--- src/rtl/mdu_pkg.sv ---
// Shared definitions for the multiply/divide unit: operation and state
// encodings, iteration count and small operation-decoding helpers.
package mdu_pkg;

  localparam int ITERATIONS = 32;

  typedef enum logic [1:0] {
    OP_MULT  = 2'd0,
    OP_MULTU = 2'd1,
    OP_DIV   = 2'd2,
    OP_DIVU  = 2'd3
  } op_e;

  typedef enum logic [1:0] {
    IDLE = 2'd0,
    RUN  = 2'd1,
    DONE = 2'd2
  } state_e;

  function automatic logic op_is_signed(input op_e op);
    return (op == OP_MULT) || (op == OP_DIV);
  endfunction

  function automatic logic op_is_div(input op_e op);
    return (op == OP_DIV) || (op == OP_DIVU);
  endfunction

endpackage

--- src/rtl/mdu_div_step.sv ---
// One iteration of unsigned restoring division: shift the next dividend bit
// into the partial remainder and subtract the divisor when it fits.
module mdu_div_step (
  input  logic [31:0] rem,
  input  logic        dividend_bit,
  input  logic [31:0] divisor,
  output logic [31:0] rem_next,
  output logic        q_bit
);

  logic [32:0] shifted;
  logic [32:0] diff;

  // The remainder stays below the divisor, so the shifted value fits in 33 bits.
  assign shifted  = {rem, dividend_bit};
  assign diff     = shifted - {1'b0, divisor};
  assign q_bit    = (shifted >= {1'b0, divisor});
  assign rem_next = q_bit ? diff[31:0] : shifted[31:0];

endmodule

--- src/rtl/mul_div_unit.sv ---
// Iterative HI/LO multiply/divide unit: 32-cycle shift-add multiply and
// restoring divide on operand magnitudes, with sign fix-up at completion.
module mul_div_unit
  import mdu_pkg::*;
(
  input  logic        clk,
  input  logic        rst,
  input  logic        start,
  input  logic [1:0]  op,
  input  logic [31:0] src_a,
  input  logic [31:0] src_b,
  input  logic        hi_we,
  input  logic        lo_we,
  input  logic [31:0] wdata,
  input  logic        flush,
  output logic        busy,
  output logic        done,
  output logic [31:0] hi,
  output logic [31:0] lo
);

  state_e      state, state_nxt;
  logic [4:0]  cnt;
  op_e         op_q;
  logic [31:0] acc;      // product high half / partial remainder
  logic [31:0] low;      // multiplier -> product low half / dividend -> quotient
  logic [31:0] b_mag;
  logic        neg_res;
  logic        neg_rem;
  logic        b_zero;

  logic        accept;
  logic        last;

  assign accept = (state != RUN) && start && !flush;
  assign last   = (state == RUN) && (cnt == 5'(ITERATIONS - 1));
  assign busy   = (state == RUN);
  assign done   = (state == DONE);

  // NOTE: every output of a combinational block gets a default first so no latch is inferred.
  always_comb begin
    state_nxt = state;
    case (state)
      IDLE:    if (accept) state_nxt = RUN;
      RUN:     if (flush) state_nxt = IDLE;
               else if (last) state_nxt = DONE;
      DONE:    state_nxt = accept ? RUN : IDLE;
      default: state_nxt = IDLE;
    endcase
  end

  // NOTE: sequential state uses non-blocking assignments so all registers update together.
  always_ff @(posedge clk or posedge rst) begin
    if (rst) state <= IDLE;
    else     state <= state_nxt;
  end

  // Operand magnitudes and result signs, evaluated on the launch cycle.
  logic        in_signed;
  logic        a_neg, b_neg;
  logic [31:0] a_mag, b_mag_in;

  assign in_signed = op_is_signed(op_e'(op));
  assign a_neg     = in_signed && src_a[31];
  assign b_neg     = in_signed && src_b[31];
  assign a_mag     = a_neg ? (~src_a + 32'd1) : src_a;
  assign b_mag_in  = b_neg ? (~src_b + 32'd1) : src_b;

  // Multiply step: conditionally add the multiplicand, then shift the pair right.
  logic [32:0] mul_sum;
  logic [31:0] mul_acc_nxt, mul_low_nxt;

  assign mul_sum     = {1'b0, acc} + (low[0] ? {1'b0, b_mag} : 33'd0);
  assign mul_acc_nxt = mul_sum[32:1];
  assign mul_low_nxt = {mul_sum[0], low[31:1]};

  logic [31:0] div_rem_nxt, div_low_nxt;
  logic        div_q_bit;

  mdu_div_step u_div_step (
    .rem          (acc),
    .dividend_bit (low[31]),
    .divisor      (b_mag),
    .rem_next     (div_rem_nxt),
    .q_bit        (div_q_bit)
  );

  assign div_low_nxt = {low[30:0], div_q_bit};

  logic        is_div;
  logic [31:0] acc_nxt, low_nxt;

  assign is_div  = op_is_div(op_q);
  assign acc_nxt = is_div ? div_rem_nxt : mul_acc_nxt;
  assign low_nxt = is_div ? div_low_nxt : mul_low_nxt;

  // Final results are formed from the last iteration's outputs so hi/lo load on that same edge.
  // A zero divisor yields remainder = dividend naturally; only the quotient needs forcing.
  logic [63:0] prod, prod_s;
  logic [31:0] quo_s, rem_s;
  logic [31:0] res_hi, res_lo;

  assign prod   = {acc_nxt, low_nxt};
  assign prod_s = neg_res ? (~prod + 64'd1) : prod;
  assign quo_s  = neg_res ? (~low_nxt + 32'd1) : low_nxt;
  assign rem_s  = neg_rem ? (~acc_nxt + 32'd1) : acc_nxt;
  assign res_hi = is_div ? rem_s : prod_s[63:32];
  assign res_lo = is_div ? (b_zero ? 32'hFFFF_FFFF : quo_s) : prod_s[31:0];

  always_ff @(posedge clk or posedge rst) begin
    if (rst) begin
      cnt     <= '0;
      op_q    <= OP_MULT;
      acc     <= '0;
      low     <= '0;
      b_mag   <= '0;
      neg_res <= 1'b0;
      neg_rem <= 1'b0;
      b_zero  <= 1'b0;
      hi      <= '0;
      lo      <= '0;
    end else begin
      if (state != RUN || flush) cnt <= '0;
      else                       cnt <= cnt + 5'd1;

      if (accept) begin
        op_q    <= op_e'(op);
        acc     <= '0;
        low     <= a_mag;
        b_mag   <= b_mag_in;
        neg_res <= a_neg ^ b_neg;
        neg_rem <= a_neg;
        b_zero  <= (src_b == 32'd0);
      end else if (state == RUN) begin
        acc <= acc_nxt;
        low <= low_nxt;
      end

      if (last && !flush) begin
        hi <= res_hi;
        lo <= res_lo;
      end else if (state != RUN) begin
        if (hi_we) hi <= wdata;
        if (lo_we) lo <= wdata;
      end
    end
  end

endmodule

--- config.mk ---
export PLATFORM = sky130hd
export DESIGN_NAME = mul_div_unit
export DESIGN_NICKNAME = d
export VERILOG_FILES = /design/src/rtl/mdu_pkg.sv /design/src/rtl/mdu_div_step.sv /design/src/rtl/mul_div_unit.sv
export SDC_FILE = /design/constraint.sdc
export NUM_CORES = 1
export LEC_CHECK = 0
export CORE_MARGIN = 1
export CORE_UTILIZATION = 25
export DETAILED_ROUTE_END_ITERATION = 10
export GPL_TIMING_DRIVEN = 0
export HOLD_SLACK_MARGIN = 0.02
export MAX_ROUTING_LAYER = met4
export SLEW_MARGIN = 20
export SYNTH_ARGS = -nofsm -noshare
export SYNTH_HDL_FRONTEND = slang
export SYNTH_SLANG_ARGS = --single-unit
--- constraint.sdc ---
create_clock -name clk -period 5.9 [get_ports clk]
set_input_delay 0.59 -clock clk [delete_from_list [all_inputs] [get_ports clk]]
set_output_delay 0.59 -clock clk [all_outputs]
set_load 0.1 [all_outputs]
## Word-level counts from Yosys, hierarchy flattened

Index checks and enable logic that the tools add are counted.

- Register bits after elaboration: 172
- Bits in latches: 0
- RAM bits: 0
- ROM bits: 0
- Bits of input ports: 104
- Output and inout bits: 66
- Word-level logic and storage cells: 83
- Memories: 0

- Add/sub/neg operators: 8
- Multipliers: 0
- Div/mod/pow operators: 0
- Magnitude comparators: 1
- Eq/ne operators: 9
- Shift operators: 0
- Mux-type cells: 28
- Bitwise gates (word level): 6
- Reductions and logical operators: 20

Operators by type and width:

| kind | number |
|---|---|
| two-way mux 32 bit | 21 |
| adder 32 x 1 -> 32 bit, second input constant | 4 |
| inverter 32 bit | 4 |
| adder 64 x 1 -> 64 bit, second input constant | 1 |
| two-way mux 64 bit | 1 |
| inverter 64 bit | 1 |
| adder 32 x 32 -> 33 bit | 1 |
| greater-or-equal comparator 33 x 32 -> 1 bit | 1 |
| zero test 32 bit | 1 |
| subtractor 32 bit | 1 |
| equality test 2 bit, second input constant | 4 |
| nonzero test 2 bit | 4 |
| logical AND 1 bit | 6 |
| two-way mux 2 bit | 3 |
| case mux 2 bit (3 select lines) | 1 |
| AND reduction 2 bit | 3 |
| adder 5 x 1 -> 5 bit, second input constant | 1 |
| equality test 5 bit, second input constant | 1 |
| two-way mux 5 bit | 1 |
| zero test 2 bit | 2 |
| logical OR 1 bit | 3 |
| != test 3 x 2 -> 1 bit, second input constant | 1 |
| equality test 2 x 1 -> 1 bit, second input constant | 1 |
| != test 2 x 1 -> 1 bit, second input constant | 1 |
| other kinds (4) | 4 |

## Depth between registers and ports, before layout

- Depth in word-level cells: 9
- Gate-level depth with buffers: 23
- Gate-level depth less buffers: 21

## Hierarchy

Synthesis repeated with hierarchy kept, for this count alone.

- Cells, all modules: 1,962
- Area, all modules: 15,569.9 um2

Modules (own cells, without submodules):

| module | instances | cells each | area each (um2) | sequential area each (um2) |
|---|---|---|---|---|
| mul_div_unit | 1 | 1,639 | 13,238.9 | 4,279.1 |
| mdu_div_step | 1 | 323 | 2,331.0 | 0.0 |

## Worst setup path before layout

Ideal clock, no wire load.

- Path kind: register to register
- Start point: register op_q[1]
- End point: register hi[26]
- Setup time: 88 ps
- Data arrival time: 4,889 ps
- Data required time: 5,812 ps
- Slack: 924 ps
- Cell stages (with the launch flop): 22
- Buffers on the path: 8
- Clock period less this slack: 4,976 ps
- Cell sequence: dfrtp_1 -> buf_2 -> buf_1 -> buf_2 -> buf_2 -> buf_2 -> buf_1 -> buf_2 -> buf_2 -> o21ai_0 -> ha_1 -> o211ai_1 -> or4_4 -> or4_4 -> nor3_4 -> nand3_2 -> or2_1 -> and2_4 -> nor2_4 -> a31oi_1 -> xor2_1 -> a22oi_1

- Word-level cells in the longest chain between the ends: 8
- Elaborated cells on any way between the ends: 13
- Classes of those cells: add/sub: 2; eq/ne: 2; mux: 6; bitwise: 2; reduce/logical: 1

Ends and longest elaborated chain:

| element | line | text |
|---|---|---|
| start, declared | mul_div_unit.sv:24 | `op_e op_q;` |
| start signal, assigned | mul_div_unit.sv:127 | `op_q <= op_e'(op);` |
| equality test 2 bit | mdu_pkg.sv:25 | `return (op == OP_DIV) \|\| (op == OP_DIVU);` |
| logical OR 1 bit * | mdu_pkg.sv:25 |  |
| two-way mux 32 bit, on equally long branches | mul_div_unit.sv:95, mul_div_unit.sv:94 |  |
| inverter 64 bit or inverter 32 bit (tied branches) | mul_div_unit.sv:104, mul_div_unit.sv:106 |  |
| adder 64 x 1 -> 64 bit or adder 32 x 1 -> 32 bit (tied branches) | mul_div_unit.sv:104, mul_div_unit.sv:106 |  |
| two-way mux 64 bit or two-way mux 32 bit (tied branches) | mul_div_unit.sv:104, mul_div_unit.sv:106 |  |
| two-way mux 32 bit * | mul_div_unit.sv:107 | `assign res_hi = is_div ? rem_s : prod_s[63:32];` |
| two-way mux 32 bit * | mul_div_unit.sv:139 | `if (last && !flush) begin` |
| end signal, assigned | mul_div_unit.sv:140 | `hi <= res_hi;` |
| end signal, assigned | mul_div_unit.sv:143 | `if (hi_we) hi <= wdata;` |
| end, declared | mul_div_unit.sv:18 | `output logic [31:0] hi,` |

Every way passes the cells marked *; elsewhere a longest branch is shown, timed or not.
A chain may end at the register's enable or synchronous reset.

## Final worst setup path

- Start point: register b_mag[1]
- End point: register hi[26]

- Word-level cells in the longest chain between the ends: 8
- Elaborated cells on any way between the ends: 15
- Classes of those cells: add/sub: 4; order compare: 1; mux: 8; bitwise: 2

Ends and longest elaborated chain:

| element | line | text |
|---|---|---|
| start, declared | mul_div_unit.sv:27 | `logic [31:0] b_mag;` |
| start signal, assigned | mul_div_unit.sv:130 | `b_mag <= b_mag_in;` |
| two-way mux 32 bit (tied with other cells) | mul_div_unit.sv:73 | `assign mul_sum = {1'b0, acc} + (low[0] ? {1'b0, b_mag} : 33'd0);` |
| adder 32 x 32 -> 33 bit or two-way mux 32 bit (tied branches) | mul_div_unit.sv:73, mdu_div_step.sv:18 |  |
| two-way mux 32 bit | mul_div_unit.sv:94 | `assign acc_nxt = is_div ? div_rem_nxt : mul_acc_nxt;` |
| inverter 64 bit or inverter 32 bit (tied branches) | mul_div_unit.sv:104, mul_div_unit.sv:106 |  |
| adder 64 x 1 -> 64 bit or adder 32 x 1 -> 32 bit (tied branches) | mul_div_unit.sv:104, mul_div_unit.sv:106 |  |
| two-way mux 64 bit or two-way mux 32 bit (tied branches) | mul_div_unit.sv:104, mul_div_unit.sv:106 |  |
| two-way mux 32 bit * | mul_div_unit.sv:107 |  |
| two-way mux 32 bit * | mul_div_unit.sv:139 |  |

Marked as above.

==> impl_metrics.csv <==
group,metric,value,unit
status,status,"completed",
power,ir_drop,0.325,mV
setup_path,crit_type,"register to register",
routing,dr.pass1.iters,6,
synth,synth_seq_area_share,27.5,%
routing,viasPerCell,5.34,
die,ioPinCount,170,
sta,period_needed,5.71,ns
power,leakagePower,7.69,nW
die,start_util,25.3,%
sta,clock_skew,0.0230,ns
routing,ant_nets,0,
hold_path,hold_path_class,"register to register",
clock_tree,cts_sinks,171,
setup_path,reg2reg_depth,22,
setup_path,rrSetupSlack,0.19,ns
routing,wl,63.6,mm
clock_tree,cts_tree,"yes",
sta,rsz0062_at_grt,"no",
synth,synth_edf_count,0,
sta,worst_slew_pin_slew,1.05,ns
die,core_area,61600,sq um
grt,grt_pass1_vias,15300,
clock_tree,ctsRootBufferMaster,"clkbuf_16",
finish,n_antenna_cell,0,
grt,grt_max_degree,93,
synth,ys_warn_count,0,
clock_tree,clk_pin_slew,0.09,ns
synth,synthesis.area,15600,sq um
setup_path,endpoint_kind,"register",
synth,syn-num-nets,2168,
die,die-area,63200,sq um
die,rows,91,
clock_tree,clock_path_buffers,2,
grt,grt_util_all_layers,20.5,%
sta,finalSetupTns,0,ns
flow_run,drv_cap,0,
clock_tree,cts_buffers,17,
finish,nNetsFinal,2361,
grt,antenna_found_initial,1,
synth,post_synth.cell_area_avg,7.81,sq um
setup_path,cp.arrival,6.03,ns
place,port_buffers,169,
finish,drive_above_1_share,6.64,%
synth,synth_ff_type,"dfrtp_1",
finish,area_delta_synth_final,22.8,%
place,place.gp.congestion,0.956,
finish,design_area,19100,sq um
grt,grt_pass1_wl,95.9,mm
synth,synthCells,1992,
place,place_area,18300,sq um
die,die_y,251,um
routing,wire_per_inst,20.9,um
hold_path,whs_path_depth,1,
sta,setup_viol_count_final,0,
synth,synthArstFlopShare,100,%
place,hpwl,51.9,mm
sta,period_share,96.7,%
sta,slew_violations,0,
clock_tree,hold_buffers,0,
routing,drc,0,
routing,drt_iter0_drc,1797,
grt,globalRoute.totalOverflow,0,
synth,synth.lib_cells_used.distinct,96,
clock_tree,clk_latency,0.48,ns
synth,ys_seq_elements,171,
sta,slew_headroom,28.1,%
power,power_density,506,nW/um^2
setup_path,crit_fanout,10,
die,fp.dieW,251,um
sta,fmax,175,MHz
sta,final_hold_viol_count,0,
setup_path,cp-start-kind,"register",
routing,vias,16200,
setup_path,critPathRequiredTime,6.23,ns
clock_tree,htreeDepth,4,
==> final timing paths <==
kind                                              end                  from
worst max register to register     hi[26]$_DFFE_PP0P_  b_mag[1]$_DFFE_PP0P_
max in group asynchronous           lo[8]$_DFFE_PP0P_                   rst
worst min-delay path                 cnt[0]$_DFF_PP0_      cnt[0]$_DFF_PP0_
worst max-delay path               hi[26]$_DFFE_PP0P_  b_mag[1]$_DFFE_PP0P_
worst min register to register       cnt[0]$_DFF_PP0_      cnt[0]$_DFF_PP0_
min in group asynchronous       b_mag[24]$_DFFE_PP0P_                   rst
==> placed cells by master, fill, tap and decap left out, drive strengths merged, types with 45 or more instances in the layout <==
cell type,n
buf,46
xor2,59
inv,76
nand3,49
clkbuf,95
ha,70
dfrtp,171
mux2i,45
nor2,111
a21oi,162
and2,48
clkdlybuf4s50,169
o21ai,199
nand2,280
xnor2,97
==> layer usage <==
metal / routed length (um) / track usage [%] / part of all wire [%] / vias up
li1: - / - / - / 7639
met1: 28200 / 27.2 / 44 / 7804
met2: 29600 / 32.4 / 47 / 652
met3: 4180 / 2.75 / 6.6 / 98
met4: 1520 / 5.73 / 2.4 / 0
met5: 0 / - / 0 / -
==> power breakdown <==
group	switching [W]	leakage [nW]	total, W	internal (W)
registers	0.000377	2.12	0.00181	0.00143
logic	0.00440	5.26	0.00657	0.00217
clock network	0.000561	0.313	0.00129	0.000733
total	0.00534	7.69	0.00967	0.00433
==> critical path, stage by stage (launching register included) <==
cell and delay, ns:
dfrtp_1 0.39, inv_1 0.20, ha_1 0.30, nor2b_1 0.15, o2111ai_1 0.44, a211o_2 0.31
a21boi_4 0.12, nor2_4 0.17, buf_6 0.18, nand2_1 0.14, o21ai_4 0.16, ha_4 0.18
o211ai_1 0.13, or4_4 0.52, or4_4 0.54, nor3_4 0.24, nand3_2 0.14, or2_4 0.33
and2_4 0.18, nor2_4 0.16, a31oi_1 0.12, xor2_1 0.30, a22oi_1 0.14
==> registers in the layout, indices dropped and copies added (netlist names) <==
signal,count
b_zero,1
neg_rem,1
state,2
cnt,5
acc,32
neg_res,1
lo,32
hi,32
low,32
b_mag,32
op_q,1
==> synth_stat cells, drive strengths merged, types with 7 or more instances <==
cell	number	area (sq um)
or2	10	62.6
nor2	111	427
a21oi	162	826
o41ai	8	85.1
a211oi	27	208
nand2b	18	120
a21boi	11	93.8
nor3	43	238
or3	25	156
nand4	22	138
a32oi	27	236
a221oi	7	103
a21o	25	188
xor2	59	517
o31ai	22	175
and2	48	303
nand2	280	1060
or4	10	82.6
dfrtp	171	4280
xnor2	97	850
nand3	49	250
nor4	21	150
clkbuf	77	289
o21ai	199	1000
o21a	10	75.1
inv	72	270
a31oi	23	156
and3	25	156
a22o	18	158
ha	70	876
mux2	14	158
nor2b	19	119
o211ai	43	323
mux2i	45	450
o21bai	7	52.6
buf	40	208
==> timing repair <==
action	CTS	global route
resized for setup	11	16
setup buffers	1	7
pin swaps	1	4
endpoints found under the setup margin	25	11
==> cells by family after synthesis <==
family / Yosys count / synth area share, %
buffers and inverters: 190 / 4.95
AO/OA/AOI/OAI: 646 / 27.0
flip-flops: 171 / 27.5
XOR/XNOR: 156 / 8.78
adder cells (fa/ha/maj): 72 / 5.89
AND/OR/NAND/NOR: 698 / 21.9
multiplexers: 59 / 3.91
==> final cells by class <==
type                    count  area [sq um]
inverters                  73           282
flip-flops and latches    171          4280
multi-input cells        1631         10600
repair buffers            178          1780
clock inverters            13           208
plain buffers             113           482
clock buffers              19           443
fillers                  6609         42500
well taps                 837          1050
==> through the flow <==
stage | total power (W) | setup slack (ns) | util [%] | instances | hold WS, ns
after floorplan | 0.00608 | 0.678 | - | 1992 | 0.436
after global placement | 0.00811 | -2.00 | 29.7 | 2998 | 0.462
after detailed placement | 0.00812 | -1.18 | 29.8 | 2999 | 0.465
after CTS | 0.00947 | 0.0566 | 30.9 | 3030 | 0.480
after global routing | 0.0102 | 0.0569 | 31.0 | 3035 | 0.504
final | 0.00967 | 0.194 | 31.0 | 3035 | 0.474
No activity file was read; power rests on OpenSTA's default activity.
